$ cat src/rtl/mmio_pkg.sv
// Shared constants and types for the CPU data-side MMIO responder.
// Register offsets are word indices taken from addr[7:2].
package mmio_pkg;

    localparam logic [15:0] MMIO_TAG_DEFAULT = 16'hFFFF;

    localparam logic [5:0] OFF_LED       = 6'h00;
    localparam logic [5:0] OFF_SW        = 6'h01;
    localparam logic [5:0] OFF_TMR_LOAD  = 6'h02;
    localparam logic [5:0] OFF_TMR_COUNT = 6'h03;
    localparam logic [5:0] OFF_TMR_CTRL  = 6'h04;
    localparam logic [5:0] OFF_TMR_STAT  = 6'h05;
    localparam logic [5:0] OFF_CYCLE     = 6'h06;

    localparam int unsigned CTRL_EN          = 0;
    localparam int unsigned CTRL_AUTO_RELOAD = 1;
    localparam int unsigned CTRL_IRQ_EN      = 2;

    typedef enum logic [1:0] {
        TmrIdle = 2'd0,
        TmrRun  = 2'd1,
        TmrDone = 2'd2
    } tmr_state_e;

endpackage

$ cat src/rtl/mmio_timer.sv
// Countdown timer: owns CTRL, COUNT and the sticky EXPIRED flag.
// A CTRL write pre-empts the running step of the same cycle.
module mmio_timer
    import mmio_pkg::*;
(
    input  logic        clk,
    input  logic        rstn,
    input  logic [31:0] load_val,
    input  logic        ctrl_we,
    input  logic [2:0]  ctrl_wdata,
    input  logic        stat_clr,
    output logic [31:0] count,
    output logic [2:0]  ctrl,
    output logic        expired
);

    tmr_state_e  state_q, state_d;
    logic [31:0] count_q, count_d;
    logic [2:0]  ctrl_q, ctrl_d;
    logic        expired_q, expired_d;
    logic        expire;

    always_ff @(posedge clk or negedge rstn) begin
        if (!rstn) begin
            state_q   <= TmrIdle;
            count_q   <= '0;
            ctrl_q    <= '0;
            expired_q <= 1'b0;
        end else begin
            state_q   <= state_d;
            count_q   <= count_d;
            ctrl_q    <= ctrl_d;
            expired_q <= expired_d;
        end
    end

    always_comb begin
        state_d = state_q;
        count_d = count_q;
        ctrl_d  = ctrl_q;
        expire  = 1'b0;
        if (ctrl_we) begin
            ctrl_d = ctrl_wdata;
            if (ctrl_wdata[CTRL_EN]) begin
                count_d = load_val;
                state_d = TmrRun;
            end else begin
                state_d = TmrIdle;
            end
        end else begin
            case (state_q)
                TmrRun: begin
                    if (count_q != '0) begin
                        count_d = count_q - 32'd1;
                    end else begin
                        expire = 1'b1;
                        if (ctrl_q[CTRL_AUTO_RELOAD]) begin
                            count_d = load_val;
                        end else begin
                            state_d         = TmrDone;
                            ctrl_d[CTRL_EN] = 1'b0;
                        end
                    end
                end
                TmrIdle, TmrDone: ;
                default: state_d = TmrIdle;
            endcase
        end

        // Expiry in the same cycle as a clear keeps the flag set.
        expired_d = expired_q;
        if (stat_clr) expired_d = 1'b0;
        if (expire)   expired_d = 1'b1;
    end

    assign count   = (state_q == TmrDone) ? '0 : count_q;
    assign ctrl    = ctrl_q;
    assign expired = expired_q;

endmodule

$ cat src/rtl/mmio_responder.sv
// Data-side responder: decodes MMIO vs. data RAM, holds LED/SW/CYCLE registers
// and the combinational load mux so the single-cycle CPU completes loads in one cycle.
module mmio_responder
    import mmio_pkg::*;
#(
    parameter int unsigned RAM_AW   = 7,
    parameter logic [15:0] MMIO_TAG = MMIO_TAG_DEFAULT
) (
    input  logic              clk,
    input  logic              rstn,
    input  logic              mem_w,
    input  logic [31:0]       addr,
    input  logic [31:0]       wdata,
    output logic [31:0]       rdata,
    output logic              dm_we,
    output logic [RAM_AW-1:0] dm_addr,
    output logic [31:0]       dm_din,
    input  logic [31:0]       dm_dout,
    input  logic [15:0]       sw_in,
    output logic [15:0]       led_out,
    output logic              irq
);

    logic        mmio_sel;
    logic [5:0]  offset;
    logic        reg_we;
    logic        wr_led, wr_load, wr_ctrl, wr_stat, wr_cycle;

    logic [15:0] led_q;
    logic [15:0] sw_meta_q, sw_sync_q;
    logic [31:0] load_q;
    logic [31:0] cycle_q;
    logic [31:0] reg_rdata;

    logic [31:0] tmr_count;
    logic [2:0]  tmr_ctrl;
    logic        tmr_expired;

    // Bits outside the decoded fields alias and are intentionally ignored.
    logic unused_addr;
    assign unused_addr = ^addr;

    assign mmio_sel = (addr[31:16] == MMIO_TAG);
    assign offset   = addr[7:2];
    assign reg_we   = mem_w & mmio_sel;

    assign wr_led   = reg_we && (offset == OFF_LED);
    assign wr_load  = reg_we && (offset == OFF_TMR_LOAD);
    assign wr_ctrl  = reg_we && (offset == OFF_TMR_CTRL);
    assign wr_stat  = reg_we && (offset == OFF_TMR_STAT);
    assign wr_cycle = reg_we && (offset == OFF_CYCLE);

    assign dm_we   = mem_w & ~mmio_sel;
    assign dm_addr = addr[RAM_AW+1:2];
    assign dm_din  = wdata;

    always_ff @(posedge clk or negedge rstn) begin
        if (!rstn) begin
            led_q     <= '0;
            sw_meta_q <= '0;
            sw_sync_q <= '0;
            load_q    <= '0;
            cycle_q   <= '0;
        end else begin
            sw_meta_q <= sw_in;
            sw_sync_q <= sw_meta_q;
            if (wr_led)  led_q  <= wdata[15:0];
            if (wr_load) load_q <= wdata;
            cycle_q <= wr_cycle ? '0 : cycle_q + 32'd1;
        end
    end

    mmio_timer u_timer (
        .clk        (clk),
        .rstn       (rstn),
        .load_val   (load_q),
        .ctrl_we    (wr_ctrl),
        .ctrl_wdata (wdata[2:0]),
        .stat_clr   (wr_stat & wdata[0]),
        .count      (tmr_count),
        .ctrl       (tmr_ctrl),
        .expired    (tmr_expired)
    );

    always_comb begin
        reg_rdata = '0;
        case (offset)
            OFF_LED:       reg_rdata = {16'h0000, led_q};
            OFF_SW:        reg_rdata = {16'h0000, sw_sync_q};
            OFF_TMR_LOAD:  reg_rdata = load_q;
            OFF_TMR_COUNT: reg_rdata = tmr_count;
            OFF_TMR_CTRL:  reg_rdata = {29'h0, tmr_ctrl};
            OFF_TMR_STAT:  reg_rdata = {31'h0, tmr_expired};
            OFF_CYCLE:     reg_rdata = cycle_q;
            default:       reg_rdata = '0;
        endcase
    end

    assign rdata   = mmio_sel ? reg_rdata : dm_dout;
    assign led_out = led_q;
    assign irq     = tmr_expired & tmr_ctrl[CTRL_IRQ_EN];

endmodule

$ cat config.mk
export PLATFORM = sky130hd
export DESIGN_NAME = mmio_responder
export DESIGN_NICKNAME = d
export VERILOG_FILES = /design/src/rtl/mmio_pkg.sv /design/src/rtl/mmio_timer.sv /design/src/rtl/mmio_responder.sv
export SDC_FILE = /design/constraint.sdc
export NUM_CORES = 1
export LEC_CHECK = 0
export ABC_AREA = 1
export CAP_MARGIN = 20
export CORE_ASPECT_RATIO = 1.2
export CORE_MARGIN = 4
export CORE_UTILIZATION = 57
export CTS_BUF_LIST = sky130_fd_sc_hd__clkbuf_4 sky130_fd_sc_hd__clkbuf_8
export DETAILED_ROUTE_END_ITERATION = 8
export GPL_ROUTABILITY_DRIVEN = 0
export GPL_TIMING_DRIVEN = 1
export PLACE_DENSITY_LB_ADDON = 0.25
export SLEW_MARGIN = 20
export SYNTH_ARGS = -nofsm -noshare
export SYNTH_HDL_FRONTEND = slang
export SYNTH_SLANG_ARGS = --single-unit
export TNS_END_PERCENT = 50
$ cat constraint.sdc
create_clock -name clk -period 4.3 [get_ports clk]
set_input_delay 0.43 -clock clk [delete_from_list [all_inputs] [get_ports clk]]
set_output_delay 0.43 -clock clk [all_outputs]
set_load 0.05 [all_outputs]
==> impl_metrics.json, run 1 <==
{
  "cts_buffers": 17,
  "wire_per_inst_um": 16.09,
  "clock-root-buffer": "sky130_fd_sc_hd__clkbuf_8",
  "outcome": "completed",
  "final-setup-viol-count": 0,
  "synthesis.nets": 1395,
  "hpwl_after_detailed_placement_mm": 19.74,
  "reg2reg_depth": 12,
  "grt_first_pass_wirelength_mm": 42.18,
  "die_area_sq_um": 18040,
  "synth-seq-area-share_pct": 41.28,
  "type_of_the_most_critical_hold_path": "in2async",
  "clock-skew-final_ps": 14.05,
  "routed_wl_mm": 26.39,
  "crit_path_end": "rdata[13]",
  "critPathLaunchType": "input pin",
  "drt_first_iter_violations": 789,
  "r2r_setup_slack_ps": 1800,
  "total_core_area_sq_um": 15640,
  "die-height_um": 146.4,
  "rsz0062_at_grt": "no",
  "global_route.usage.total_pct": 29.51,
  "final_area_sq_um": 11150,
  "drt_pass1_iterations": 8,
  "placed_area_sq_um": 10780,
  "start_util_pct": 58.14,
  "timing.slew.headroom_pct": 33.33,
  "post_cts_setup_repair_bufs": 0,
  "post-layout-total-power_mw": 2.832,
  "h-tree-depth": 4,
  "final_nets": 1538,
  "fillerInstances": 1337,
  "worst_pin_slew_ps": 997.7,
  "async_reset_ff_share_pct": 100.0,
  "path_max_fanout": 11,
  "period_share_pct": 81.92,
  "slew_viol_final": 0,
  "synthesis.area_per_instance_sq_um": 7.120,
  "post_cts_hold_buffer_count": 0,
  "placement_rows": 50,
  "syn-cell-area_sq_um": 9092,
  "antenna_violating_nets_post_route": 0,
  "synth-edff-count": 0,
  "num_vias": 9046,
  "cts_max_path_buffers": 2,
  "clk_latency_worst_skew_pair_ps": 470,
  "ys_seq_elements": 150,
  "grt_overflow_total": 0,
  "syn2layout_area_growth_pct": 22.62,
  "synth-warning-count": 0,
  "max_clock_freq_ghz": 0.2839,
  "postCtsResizedCells": 0,
  "grt_antenna_before_repair": 0,
  "cell_area_power_density_nw_per_um2": 254.0,
  "final_layout_size_suffix_gt1_share_pct": 8.380,
  "detail_route.vias_per_cell": 5.516,
  "io_pins": 204,
  "ir_worst_vdd_mv": 0.2267,
  "leakagePower_nw": 5.824,
  "largest_net_degree_at_the_start_of_global_routing": 85,
  "hold_viol": 0,
  "place.port_buffers": 192,
  "pre_cts_ws_ps": 849.4,
  "drc": 0,
  "r2r-end": "u_timer.count_q[7]",
  "postLayoutSetupSlackWorst_ps": 777.5,
  "cts_sinks": 150,
  "fin_crit_ps": 3522,
  "diodes": 0,
  "worstPathRequired_ps": 3870,
  "clock_tree_from_tritoncts": "done",
  "end_kind": "primary output",
  "clk_transition_reported_paths_ps": 80,
  "worstSetupStartpoint": "addr[4]",
  "synth_flop_cell": "sky130_fd_sc_hd__dfrtp_1",
  "regToRegStartpoint": "u_timer.count_q[28]",
  "syn-instance-count": 1277,
  "die_w_um": 123.3,
  "synth_cell_type_count": 39,
  "first_global_vias": 8712,
  "setup_total_negative_slack_ps": 0,
  "cp_data_arrival_time_ps": 3090,
  "crit_type": "in2out",
  "maxCapViolations": 0
}
-- per-layer routing --
metal / vias to the layer above / global-route usage [%] / wire length (um) / share of wire [%]
met1: 4183 / 37.39 / 10560 / 40
met4: 0 / 12.47 / 1062 / 4.0
met5: - / 0 / 0 / 0
met3: 72 / 6.044 / 2232 / 8.5
li1: 4312 / - / - / -
met2: 479 / 48.73 / 12540 / 47
-- report_power, final --
part / internal (mW) / total, mW / switching (mW)
combinational: 0.148 / 0.359 / 0.211
clock: 0.473 / 1.04 / 0.570
sequential: 1.42 / 1.43 / 0.00481
-- cell usage in the layout, fill, tap and decap left out, drive strengths merged, types with 18 or more instances in the layout --
master / netlist / layout
nand4: 25 / 25
clkbuf: 12 / 18
nand2: 463 / 463
a21oi: 25 / 25
o21ai: 97 / 97
buf: 70 / 39
clkdlybuf4s50: 0 / 167
nor2: 123 / 123
dfrtp: 150 / 150
xor2: 23 / 23
inv: 119 / 122
nand3: 113 / 113
-- Yosys cell counts (all sizes together), types with 12 or more instances --
cell / instances / area [sq um]
nand2: 463 / 1779
nor2: 123 / 536.8
clkbuf: 12 / 45.04
nand4: 25 / 156.4
dfrtp: 150 / 3754
a21oi: 25 / 125.1
inv: 119 / 446.7
nor3: 16 / 80.08
xor2: 23 / 201.4
nand3: 113 / 665.6
buf: 70 / 499.2
o21ai: 97 / 485.5
-- critical path, stage by stage --
cell and delay (ps):
sky130_fd_sc_hd__clkdlybuf4s50_1 460, sky130_fd_sc_hd__nor2_1 220, sky130_fd_sc_hd__nand4_1 180, sky130_fd_sc_hd__nor2_2 530, sky130_fd_sc_hd__nand2_1 90, sky130_fd_sc_hd__o21ai_0 120
sky130_fd_sc_hd__o21ai_0 160, sky130_fd_sc_hd__nand2_1 90, sky130_fd_sc_hd__clkdlybuf4s50_1 800
-- how the worst min path moves through the flow --
stage,cells past startpoint,slack (ps),from,to
after floorplan,0,130,rstn,cycle_q[0]
after global placement,0,330,sw_meta_q[14],sw_sync_q[14]
after detailed placement,0,330,sw_meta_q[10],sw_sync_q[10]
after CTS,1,40,rstn,load_q[28]
after global routing,1,80,rstn,led_out[1]
final,1,30,rstn,led_out[0]
-- through the flow --
| stage | cells | utilization (%) | hold slack, ps |
|---|---|---|---|
| 2_1_floorplan | 1277 | - | 134.4 |
| 3_3_place_gp | 1609 | 68.92 | 332.3 |
| 3_5_place_dp | 1609 | 68.92 | 334.7 |
| 4_1_cts | 1640 | 71.29 | 42.45 |
| 5_1_grt | 1640 | 71.29 | 75.84 |
| 6_report | 1640 | 71.29 | 27.39 |
-- logic make-up (layout without fill, tap and decap cells) --
logic type	after synthesis	after routing	synth area share [%]
AND/OR/NAND/NOR	753	753	36.40
buffers and inverters	203	358	11.04
flip-flops	150	150	41.28
AO/OA/AOI/OAI	138	138	7.981
XOR/XNOR	30	30	2.890
adder cells (fa/ha/maj)	3	3	0.4129
-- state kept, by name (all words and copies together), names as in the netlist --
signal,cells
led_out,16
sw_meta_q,16
u_timer.state_q,2
cycle_q,32
u_timer.count_q,32
u_timer.expired,1
u_timer.ctrl,3
load_q,32
sw_sync_q,16
-- layout make-up --
type,instances,area (sq um),area share [%]
clock buffers,18,247.7,2.222
clock inverters,13,122.6,1.100
inverters,121,459.2,4.119
multi-input cells,924,4338,38.91
flip-flops and latches,150,3754,33.67
well taps,208,260.3,2.334
repair buffers,206,1968,17.65
(Power assumes the default switching activity.)
==> run 2, diff against run 1 <==
--- a/config.mk
+++ b/config.mk
@@ -9,7 +9,7 @@
 export CAP_MARGIN = 20
 export CORE_ASPECT_RATIO = 1.2
 export CORE_MARGIN = 4
-export CORE_UTILIZATION = 57
+export CORE_UTILIZATION = 53
 export CTS_BUF_LIST = sky130_fd_sc_hd__clkbuf_4 sky130_fd_sc_hd__clkbuf_8
 export DETAILED_ROUTE_END_ITERATION = 8
 export GPL_ROUTABILITY_DRIVEN = 0
==> constraint.sdc (replaced) <==
create_clock -name clk -period 3.7 [get_ports clk]
set_input_delay 0.37 -clock clk [delete_from_list [all_inputs] [get_ports clk]]
set_output_delay 0.37 -clock clk [all_outputs]
set_load 0.05 [all_outputs]
==> impl_metrics.json, run 2 (synthesized netlist as in run 1, its figures left out) <==
{
  "largest_net_degree_at_the_start_of_global_routing": 95,
  "global_route.usage.total_pct": 27.57,
  "critPathLaunchType": "input pin",
  "comb_power_share_pct": 13.8,
  "period_share_pct": 82.68,
  "grt-busiest-layer": "met2",
  "post_cts_setup_repair_bufs": 0,
  "failed_checks": "hold timing",
  "cts_max_path_buffers": 2,
  "syn2layout_area_growth_pct": 27.05,
  "worst_hold_slack_ps": -33.95,
  "postLayoutSetupSlackWorst_ps": 640.7,
  "pwr-share-clk_pct": 37.1,
  "clock-skew-final_ps": 10.97,
  "hpwl_after_detailed_placement_mm": 19.82,
  "diodes": 0,
  "cp_slowest_stage_delay_ps": 650,
  "power.net_switching_mw": 0.9539,
  "clk_latency_worst_skew_pair_ps": 460,
  "postCtsResizedCells": 0,
  "die-height_um": 151.5,
  "hold_viol": 15,
  "setup_total_negative_slack_ps": 0,
  "clk_transition_reported_paths_ps": 90,
  "placement_rows": 52,
  "critical-path-top-cell-by-count": "sky130_fd_sc_hd__nand2_1",
  "critPathSlowestCell": "sky130_fd_sc_hd__clkdlybuf4s50_1",
  "io_pins": 204,
  "rsz0062_at_grt": "no",
  "end_kind": "primary output",
  "drt_pass1_iterations": 6,
  "grt_use_met3_pct": 5.961,
  "seq_area_sq_um": 3754,
  "type_of_the_most_critical_hold_path": "in2async",
  "cell_area_power_density_nw_per_um2": 293.0,
  "numPlacedInstances": 1617,
  "start_util_pct": 53.96,
  "cts_buffers": 17,
  "grt_use_met2_pct": 46.02,
  "reg.largest.list": "cycle_q: 32 flops, load_q: 32 flops, u_timer.count_q: 32 flops",
  "cp_data_arrival_time_ps": 2690,
  "drc": 0,
  "post_cts_hold_buffer_count": 0,
  "maxCapViolations": 0,
  "fin_crit_ps": 3059,
  "r2r_setup_slack_ps": 1380,
  "die_w_um": 127.6,
  "routed_wl_mm": 26.22,
  "power.share.sequential_pct": 49.1,
  "fillerInstances": 1443,
  "regToRegStartpoint": "u_timer.count_q[24]",
  "timing.slew.headroom_pct": 40.37,
  "die_area_sq_um": 19320,
  "gr-usage-met1_pct": 33.95,
  "pre_cts_ws_ps": 709.8,
  "clock_tree_from_tritoncts": "done",
  "ir_worst_vdd_mv": 0.2217,
  "antenna_violating_nets_post_route": 0,
  "path_max_fanout": 19,
  "final_layout_size_suffix_gt1_share_pct": 9.002,
  "worstPathRequired_ps": 3330,
  "area_used_by_multi_input_combinational_logic_sq_um": 4338,
  "grt_overflow_total": 0,
  "place.port_buffers": 192,
  "leakagePower_nw": 5.992,
  "num_vias": 8984,
  "outcome": "finished with violations",
  "slew_viol_final": 0,
  "drt_first_iter_violations": 887,
  "final_nets": 1538,
  "max_clock_freq_ghz": 0.3269,
  "path_cells": "clkdlybuf4s50_1 -> nor2_1 -> nand3_2 -> buf_4 -> inv_1 -> nand2_1 -> nand2_1 -> o21ai_0 -> nand2_1 -> buf_12",
  "cts_sinks": 150,
  "wire_per_inst_um": 15.90,
  "layout.cells.most_common": "sky130_fd_sc_hd__nand2_1",
  "first_global_vias": 8672,
  "most_used_cells_in_the_layout_excluding_fill_and_tap_cells": "sky130_fd_sc_hd__nand2_1 (454), sky130_fd_sc_hd__clkdlybuf4s50_1 (159), sky130_fd_sc_hd__dfrtp_1 (150)",
  "r2r-end": "u_timer.count_q[7]",
  "finish.cell_count_without_fillers": 1649,
  "grt_first_pass_wirelength_mm": 42.47,
  "worst_pin_slew_ps": 894.5,
  "grt_antenna_before_repair": 0,
  "crit_type": "in2out",
  "p_int_mw": 2.430,
  "clock-root-buffer": "sky130_fd_sc_hd__clkbuf_8",
  "detail_route.vias_per_cell": 5.448,
  "sw_share_pct": 28.19,
  "final-setup-viol-count": 0,
  "reg2reg_depth": 12,
  "h-tree-depth": 4,
  "total_core_area_sq_um": 16850
}
[run 2: cell count changes in the layout (fill, tap and decap cells not counted), sizes merged]
cell           delta
buf               +8
clkdlybuf4s50     -8
clkinv            -2
clkinvlp          -2
inv               +5
[run 2: metal layers]
layer  vias up  routed length (um)
met3        76                2015
met4         0                1017
li1       4320                   -
met1      4180               10480
met5         -                   0
met2       408               12710
[run 2: how the worst max path moves through the flow]
stage / from / to / slack [ps] / depth (start not counted)
3_3_place_gp: addr[2] / rdata[1] / 740 / 11
6_report: addr[2] / rdata[6] / 640 / 10
3_5_place_dp: addr[2] / rdata[1] / 710 / 11
2_1_floorplan: addr[5] / rdata[27] / 1040 / 8
5_1_grt: addr[2] / rdata[16] / 490 / 10
4_1_cts: addr[2] / rdata[16] / 690 / 10
[run 2: final cells by class]
type / instances / share of cell area (%)
Sequential cell: 150 / 32.49
Multi-Input combinational cell: 924 / 37.55
Tap cell: 216 / 2.339
Clock inverter: 14 / 1.224
Clock buffer: 18 / 2.090
Timing Repair Buffer: 206 / 20.33
Inverter: 121 / 3.975
[run 2: power groups by stage]
stage / clock network (mW) / registers, mW / logic [mW]
floorplan: 0 / 1.69 / 0.217
global placement: 0 / 1.69 / 0.469
detailed placement: 0 / 1.69 / 0.473
CTS: 1.27 / 1.66 / 0.474
global route: 1.34 / 1.66 / 0.494
finish: 1.26 / 1.66 / 0.468
[run 2: critical path: cells and delay by family]
| kind | cells | cell delay, ps |
|---|---|---|
| and+or+nand+nor | 5 | 640 |
| buffers and inverters | 4 | 1410 |
| AOI/OAI and AO/OA | 1 | 260 |
[run 2: per-stage QoR]
stage | area [sq um] | util, % | power, mW | hold slack (ps)
detailed placement | 11170 | 66.28 | 2.166 | 334.7
floorplan | 9092 | - | 1.909 | 74.41
global route | 11550 | 68.56 | 3.495 | 51.61
CTS | 11550 | 68.56 | 3.400 | 21.29
global placement | 11170 | 66.28 | 2.162 | 332.4
finish | 11550 | 68.56 | 3.384 | -33.95
